**src/rtl/debounce_scheduler.sv**
```systemverilog
// Debounces N_KEYS raw key inputs using one shared delay counter.
// A round-robin arbiter grants the counter to one key at a time.
//   state    | meaning
//   ST_IDLE  | no key granted; arbitrate among pending keys
//   ST_WAIT  | counting DELAY cycles; a level change on the key aborts
//   ST_CHECK | one-cycle re-check; commit stable level and press pulse
module debounce_scheduler #(
    parameter int N_KEYS = 4,
    parameter int DELAY  = 1_500_000,
    parameter int CNT_W  = 21,
    parameter int IDX_W  = 2
) (
    input  logic              i_clk,
    input  logic              i_rst_n,
    input  logic [N_KEYS-1:0] i_sw,
    output logic [N_KEYS-1:0] o_stable,
    output logic [N_KEYS-1:0] o_one_shot,
    output logic              o_busy,
    output logic [IDX_W-1:0]  o_active_key
);

    typedef enum logic [1:0] {
        ST_IDLE  = 2'd0,
        ST_WAIT  = 2'd1,
        ST_CHECK = 2'd2
    } state_t;

    state_t              r_state;
    state_t              w_state_nxt;
    logic [N_KEYS-1:0]   r_sync1;
    logic [N_KEYS-1:0]   r_sync2;
    logic [N_KEYS-1:0]   r_stable;
    logic [N_KEYS-1:0]   r_one_shot;
    logic [IDX_W-1:0]    r_idx;
    logic [IDX_W-1:0]    r_rr_ptr;
    logic [CNT_W-1:0]    r_cnt;
    logic                r_sample;

    logic [N_KEYS-1:0]   w_pending;
    logic                w_found;
    logic [IDX_W-1:0]    w_grant_idx;
    logic [IDX_W-1:0]    w_cand;
    logic                w_sw_cur;
    logic                w_glitch;
    logic                w_cnt_tc;
    logic [IDX_W-1:0]    w_next_ptr;

    always_ff @(posedge i_clk or negedge i_rst_n) begin
        if (!i_rst_n) begin
            r_sync1 <= '0;
            r_sync2 <= '0;
        end else begin
            r_sync1 <= i_sw;
            r_sync2 <= r_sync1;
        end
    end

    // A request is a level difference, so a key that returns to its stable level drops out
    assign w_pending  = r_sync2 ^ r_stable;
    assign w_sw_cur   = r_sync2[r_idx];
    assign w_glitch   = (w_sw_cur != r_sample);
    assign w_cnt_tc   = (r_cnt == CNT_W'(DELAY - 1));
    assign w_next_ptr = (r_idx == IDX_W'(N_KEYS - 1)) ? '0 : r_idx + IDX_W'(1);

    always_comb begin
        w_found     = 1'b0;
        w_grant_idx = '0;
        w_cand      = '0;
        for (int off = 0; off < N_KEYS; off++) begin
            w_cand = IDX_W'((int'(r_rr_ptr) + off) % N_KEYS);
            if (!w_found && w_pending[w_cand]) begin
                w_found     = 1'b1;
                w_grant_idx = w_cand;
            end
        end
    end

    always_ff @(posedge i_clk or negedge i_rst_n) begin
        if (!i_rst_n) begin
            r_state <= ST_IDLE;
        end else begin
            r_state <= w_state_nxt;
        end
    end

    always_comb begin
        w_state_nxt = r_state;
        case (r_state)
            ST_IDLE: begin
                if (w_found) begin
                    w_state_nxt = ST_WAIT;
                end
            end
            ST_WAIT: begin
                if (w_glitch) begin
                    w_state_nxt = ST_IDLE;
                end else if (w_cnt_tc) begin
                    w_state_nxt = ST_CHECK;
                end
            end
            ST_CHECK: begin
                w_state_nxt = ST_IDLE;
            end
            default: begin
                w_state_nxt = ST_IDLE;
            end
        endcase
    end

    always_ff @(posedge i_clk or negedge i_rst_n) begin
        if (!i_rst_n) begin
            r_idx      <= '0;
            r_rr_ptr   <= '0;
            r_cnt      <= '0;
            r_sample   <= 1'b0;
            r_stable   <= '0;
            r_one_shot <= '0;
        end else begin
            r_one_shot <= '0;
            case (r_state)
                ST_IDLE: begin
                    if (w_found) begin
                        r_idx    <= w_grant_idx;
                        r_sample <= r_sync2[w_grant_idx];
                        r_cnt    <= '0;
                    end
                end
                ST_WAIT: begin
                    r_cnt <= r_cnt + CNT_W'(1);
                    // Aborted keys also advance the pointer so a bouncing key cannot starve others
                    if (w_glitch) begin
                        r_rr_ptr <= w_next_ptr;
                    end
                end
                ST_CHECK: begin
                    if (!w_glitch) begin
                        r_stable[r_idx] <= r_sample;
                        if (r_sample) begin
                            r_one_shot[r_idx] <= 1'b1;
                        end
                    end
                    r_rr_ptr <= w_next_ptr;
                end
                default: begin
                    r_cnt <= '0;
                end
            endcase
        end
    end

    assign o_stable     = r_stable;
    assign o_one_shot   = r_one_shot;
    assign o_busy       = (r_state != ST_IDLE);
    assign o_active_key = r_idx;

endmodule

```
**config.mk**
```make
export PLATFORM = sky130hd
export DESIGN_NAME = debounce_scheduler
export DESIGN_NICKNAME = d
export VERILOG_FILES = /design/src/rtl/debounce_scheduler.sv
export SDC_FILE = /design/constraint.sdc
export NUM_CORES = 1
export LEC_CHECK = 0
export BUFFER_PORTS_ARGS = -buffer_cell sky130_fd_sc_hd__clkbuf_2
export CAP_MARGIN = 10
export CORE_ASPECT_RATIO = 0.8
export CORE_MARGIN = 10
export CORE_UTILIZATION = 45
export DETAILED_ROUTE_END_ITERATION = 16
export PLACE_DENSITY = 0.64
export SYNTH_ARGS = -nofsm -noshare
export SYNTH_HDL_FRONTEND = slang
export SYNTH_SLANG_ARGS = --single-unit
```
**constraint.sdc**
```tcl
create_clock -name i_clk -period 4.2 [get_ports i_clk]
set_clock_uncertainty 0.2 [all_clocks]
set_input_delay 0.63 -clock i_clk [delete_from_list [all_inputs] [get_ports i_clk]]
set_output_delay 0.63 -clock i_clk [all_outputs]
set_load 0.02 [all_outputs]
```
# == After elaboration in Yosys (flattened, before gate mapping) ==
# Index checks and enable logic that the tools add are counted.
# word_totals
ff_bits,44
latch_bits,0
ramBits,0
romBits,0
inputBits,6
out_inout_bits,11
wordCells,82
n_memories,0
# op_classes
n_addsub,5
mul,0
n_div,0
magnitude_cmp,7
n_eq_ne,8
n_shift,0
mux,35
n_bitwise,3
n_reduce_logical,15
# ops
cell,count
21-bit one-hot mux with 3 select lines,1
21-bit by 1-bit adder with 21-bit output (second input constant),1
21-bit equality test (second input constant),1
21-bit 2-to-1 mux,1
2-bit by 3-bit less-than comparator with 1-bit output (second input constant),6
2-bit 2-to-1 mux,9
1-bit binary-select mux with 2-bit select,6
4-bit 2-to-1 mux,3
1-bit 2-to-1 mux,11
2-bit AND reduction,5
2-bit one-hot mux with 2 select lines,2
2-bit by 1-bit adder with 2-bit output (second input constant),2
2-bit adder (second input constant),2
4-bit bitwise mux,1
2-bit equality test (second input constant),2
1-bit logical AND,4
2-bit != test (second input constant),2
2-bit nonzero test,2
4-bit XOR,1
1-bit zero test,3
3-bit != test (second input constant),1
1-bit demux with 2-bit select,1
2-bit by 1-bit equality test with 1-bit output (second input constant),1
2-bit by 1-bit >= comparator with 1-bit output (second input constant),1
3 further kinds,4

# == Depth between registers and ports, before layout ==
# depth
word_depth,15
depth_mapped,6
mapped_depth_nobuf,6

# == Worst setup path before layout ==
# OpenSTA, ideal clock, no wires.
# synth_path
kind,register -> register
start,"register r_idx[1], in the netlist o_active_key[1]"
end,register r_rr_ptr[0]
setup_time_ps,127
arrival_ps,1823
required_time_ps,3873
path_slack_ps,2049
path_stages_with_launch,6
path_buffers,0
synth_period_minus_slack_ps,2151
cell_sequence,dfrtp_1 > mux4_2 > xor2_2 > nand3_2 > nand2_2 > mux2_1
# synth_between
elab_chain_len,5
elab_cells_between_ends,9
cone_classes,eq/ne: 3; mux: 5; reduce/logical: 1
# synth_rtl
element,line,text
start: declaration,34,logic [IDX_W-1:0] r_idx;
start signal: assignment,123,r_idx <= w_grant_idx;
1-bit binary-select mux with 2-bit select,60,assign w_sw_cur = r_sync2[r_idx];
1-bit 2-to-1 mux (implied by the code),60,
1-bit != test,61,assign w_glitch = (w_sw_cur != r_sample);
2-bit != test (no line),n/a,
2-bit AND reduction (no line),n/a,
end signal: assignment,132,r_rr_ptr <= w_next_ptr;
end signal: assignment,142,r_rr_ptr <= w_next_ptr;
end: declaration,35,logic [IDX_W-1:0] r_rr_ptr;
# Several ways; a longest one is shown, not always the timed one. The select of a mux whose other input is x is not followed.
# A chain may end at the register's enable or synchronous reset.

# == Worst setup path in the final report ==
# layout_path
start,"register r_idx[1], in the netlist o_active_key[1]"
end,register r_rr_ptr[1]
# Same word-level chain as after synthesis.

==> out/qor.csv <==
metric,value,unit
outcome,"finished, violations left",
failing checks,negative hold slack,
setup slack at placement,2.07,ns
worst hold slack,-0.0109,ns
Final Max Slew Viols,0,
core footprint,4680,µm²
Max clock buf depth,2,
Setup TNS,0,ns
"Setup Fix Bufs, Post-CTS",0,
Seq cells post-synth,44,
die width,98.6,µm
layout cells sized above 1,16.2,%
DRT iter0 DRCs,113,
Post-Synthesis Cells,224,
CTS buffer count,5,
vias per inst,5.53,
final hold viol count,8,
worst setup margin,2.07,ns
VDD IR max,0.262,mV
Post-synth EDFFs,0,
Top Metal Used,met4,
total grt overflow,0,
met3 WL,260,µm
Setup CP Type,flop to flop,
Die Ht,82.9,µm
mean area per synthesized cell,9.93,µm²
Ys Warns,0,
PwrDens,466,nW/µm²
Comb power frac,31.0,%
post-layout util,52.3,%
site row count,22,
fmax,0.470,GHz
post-route antenna net violation count,0,
Netlist cell types,50,
worst-margin pin slew,1.14,ns
cell-internal power,0.000722,W
fin area,2450,µm²
global-route wire length before repair,7910,µm
prevailing post-synth register cell,dfrtp_1,
largest net degree at the start of global routing,45,
post-cts repair resize count,0,
drt pass-1 iters,4,
Clock Tree Root,clkbuf_8,
antenna diode count,0,
Worst-path clk slew,0.08,ns
Final Wtd Congestion,0.828,
Post-DP Area,2350,µm²
Lkg Pwr,1.13,nW
Setup crit end kind,flop,
Sw Share,36.7,%
Slew HR,23.6,%
Post-Syn Area,2220,µm²
HPWL Detailed,3210,µm
Final Routed Wirelength,4610,µm
max_cap viols,0,
final setup vio count,0,
die footprint,8170,µm²
Flop pwr share,47.0,%
# fillers,440,
# hold bufs at CTS,0,
DR DRC count,0,
M1 wire length,2420,µm
Vias,1666,
initial antenna violation count,0,
Worst Path Max Fanout,6,
Switch Pwr,0.000418,W
register area share after synthesis,49.5,%
type of origin of the critical path,flop,
Starting Density,47.5,%
critical path required time,4.18,ns
io pins,17,
unrepaired setup endpoints after global routing,no,
TritonCTS clock tree,yes,
GR Util All Layers,11.4,%
Buffers on Ports,16,
H-tree depth,2,
Sink Count,44,
NumNets Final,252,
ys async rst share,100,%
power share of the clock group,22.0,%
Worst Hold Class,input pin to asynchronous set/reset pin,
min cycle time layout,2.13,ns
Clock Latency Late Sink,0.29,ns
vias in the first global route,1560,
Tcrit/Tclk final,50.7,%
met2 routed WL,1870,µm
Area growth syn-to-layout,10.1,%
syn_nets,235,
arrival time worst endpoint,2.11,ns
routed wirelength normalized by instance count,15.3,µm
-- final timing paths --
kind	to	cells past startpoint	start	slack, ns
min	o_one_shot[1]	1	i_rst_n	-0.01
max in group asynchronous	r_sync1[1]	2	i_rst_n	3.34
min in group i_clk	r_sync2[0]	0	r_sync1[0]	0.15
min reg2reg	r_sync2[0]	0	r_sync1[0]	0.15
max	r_rr_ptr[1]	5	o_active_key[1]	2.07
max reg2reg	r_rr_ptr[1]	5	o_active_key[1]	2.07
-- power groups by stage --
stage | Sequential, W | Clock, W | Combinational, W
after CTS | 0.000536 | 0.000261 | 0.000357
after global placement | 0.000542 | 0 | 0.000348
final | 0.000536 | 0.000251 | 0.000353
after detailed placement | 0.000544 | 0 | 0.000356
after global routing | 0.000545 | 0.000277 | 0.000403
after floorplan | 0.000535 | 0 | 0.000269
-- cell usage after synthesis (2+ instances only) --
cell type | instances | area [µm²]
a21oi_1 | 9 | 45.0
or3_1 | 2 | 12.5
dfrtp_1 | 44 | 1100
nor2_1 | 12 | 45.0
nand3_1 | 6 | 30.0
and3_1 | 3 | 18.8
ha_1 | 5 | 62.6
inv_1 | 11 | 41.3
or2_2 | 2 | 12.5
and3_2 | 3 | 22.5
o21ai_0 | 28 | 140
nor4_1 | 2 | 12.5
nand2_1 | 22 | 82.6
a211oi_1 | 4 | 30.0
a31oi_1 | 7 | 43.8
mux2_1 | 2 | 22.5
o31ai_1 | 6 | 45.0
a21o_1 | 5 | 37.5
buf_2 | 3 | 15.0
nand4_1 | 8 | 50.1
clkbuf_1 | 4 | 15.0
xor2_1 | 4 | 35.0
o221ai_1 | 2 | 17.5
and2_1 | 2 | 12.5
xnor2_1 | 3 | 26.3
-- cell type report --
class | instances | area, µm² | share of cell area, %
clock buffer | 6 | 72.6 | 2.96
multi-input combinational | 161 | 1050 | 42.7
inverter | 11 | 41.3 | 1.69
tap | 60 | 75.1 | 3.07
sequential | 44 | 1100 | 45.0
clock inverter | 1 | 5.00 | 0.204
timing repair buffer | 18 | 108 | 4.39
-- logic make-up (layout without fill, tap and decap cells) --
| family | after synthesis | count (layout) | share of synthesized area (%) |
|---|---|---|---|
| simple gates | 77 | 77 | 19.9 |
| compound gates | 67 | 67 | 18.3 |
| flops | 44 | 44 | 49.5 |
| buf+inv | 19 | 36 | 3.43 |
| xor+xnor | 8 | 8 | 3.49 |
| fa+ha+maj | 5 | 5 | 2.81 |
| mux | 4 | 4 | 2.48 |
-- layout by cell type (no fill, tap or decap), types with 2 or more instances in the layout --
master    synthesis  final
ha_1              5      5
and2_1            2      2
xnor2_1           3      3
clkbuf_8          0      5
o21ai_0          28     28
mux2_1            2      2
xor2_1            4      4
a21oi_1           9      9
inv_1            11     11
dfrtp_1          44     44
or3_1             2      2
nor4_1            2      2
nand2_1          22     22
and3_1            3      3
nand4_1           8      8
a21o_1            5      5
or2_2             2      2
nor2_1           12     12
a211oi_1          4      4
nand3_1           6      6
o31ai_1           6      6
o221ai_1          2      2
a31oi_1           7      7
and3_2            3      3
clkbuf_2          1     16
-- through the flow --
stage                     instances  total power [W]  hold WS, ns
after floorplan                 224         0.000804        0.131
after global placement          293         0.000890        0.133
after detailed placement        293         0.000900        0.136
after CTS                       300          0.00115        0.154
after global routing            301          0.00123      0.00169
final                           301          0.00114      -0.0109
-- registers in the layout (all words and copies together) (netlist names) --
signal and flops:
r_sample 1, r_cnt 21, o_one_shot 4, o_active_key 2, r_sync2 4, o_stable 4
r_sync1 4, r_state 2, r_rr_ptr 2
-- per-layer routing --
layer / up-vias / track usage [%]
li1: 848 / -
met1: 776 / 16.9
met2: 37 / 15.2
met3: 5 / 3.31
met4: 0 / 3.88
met5: - / 0
-- critical path: stages (launching register included) --
cell	delay, ns
dfrtp_1	0.46
mux4_2	0.56
xor2_2	0.29
nand3_2	0.11
nand2_2	0.09
mux2_1	0.31
(Power assumes the default switching activity.)
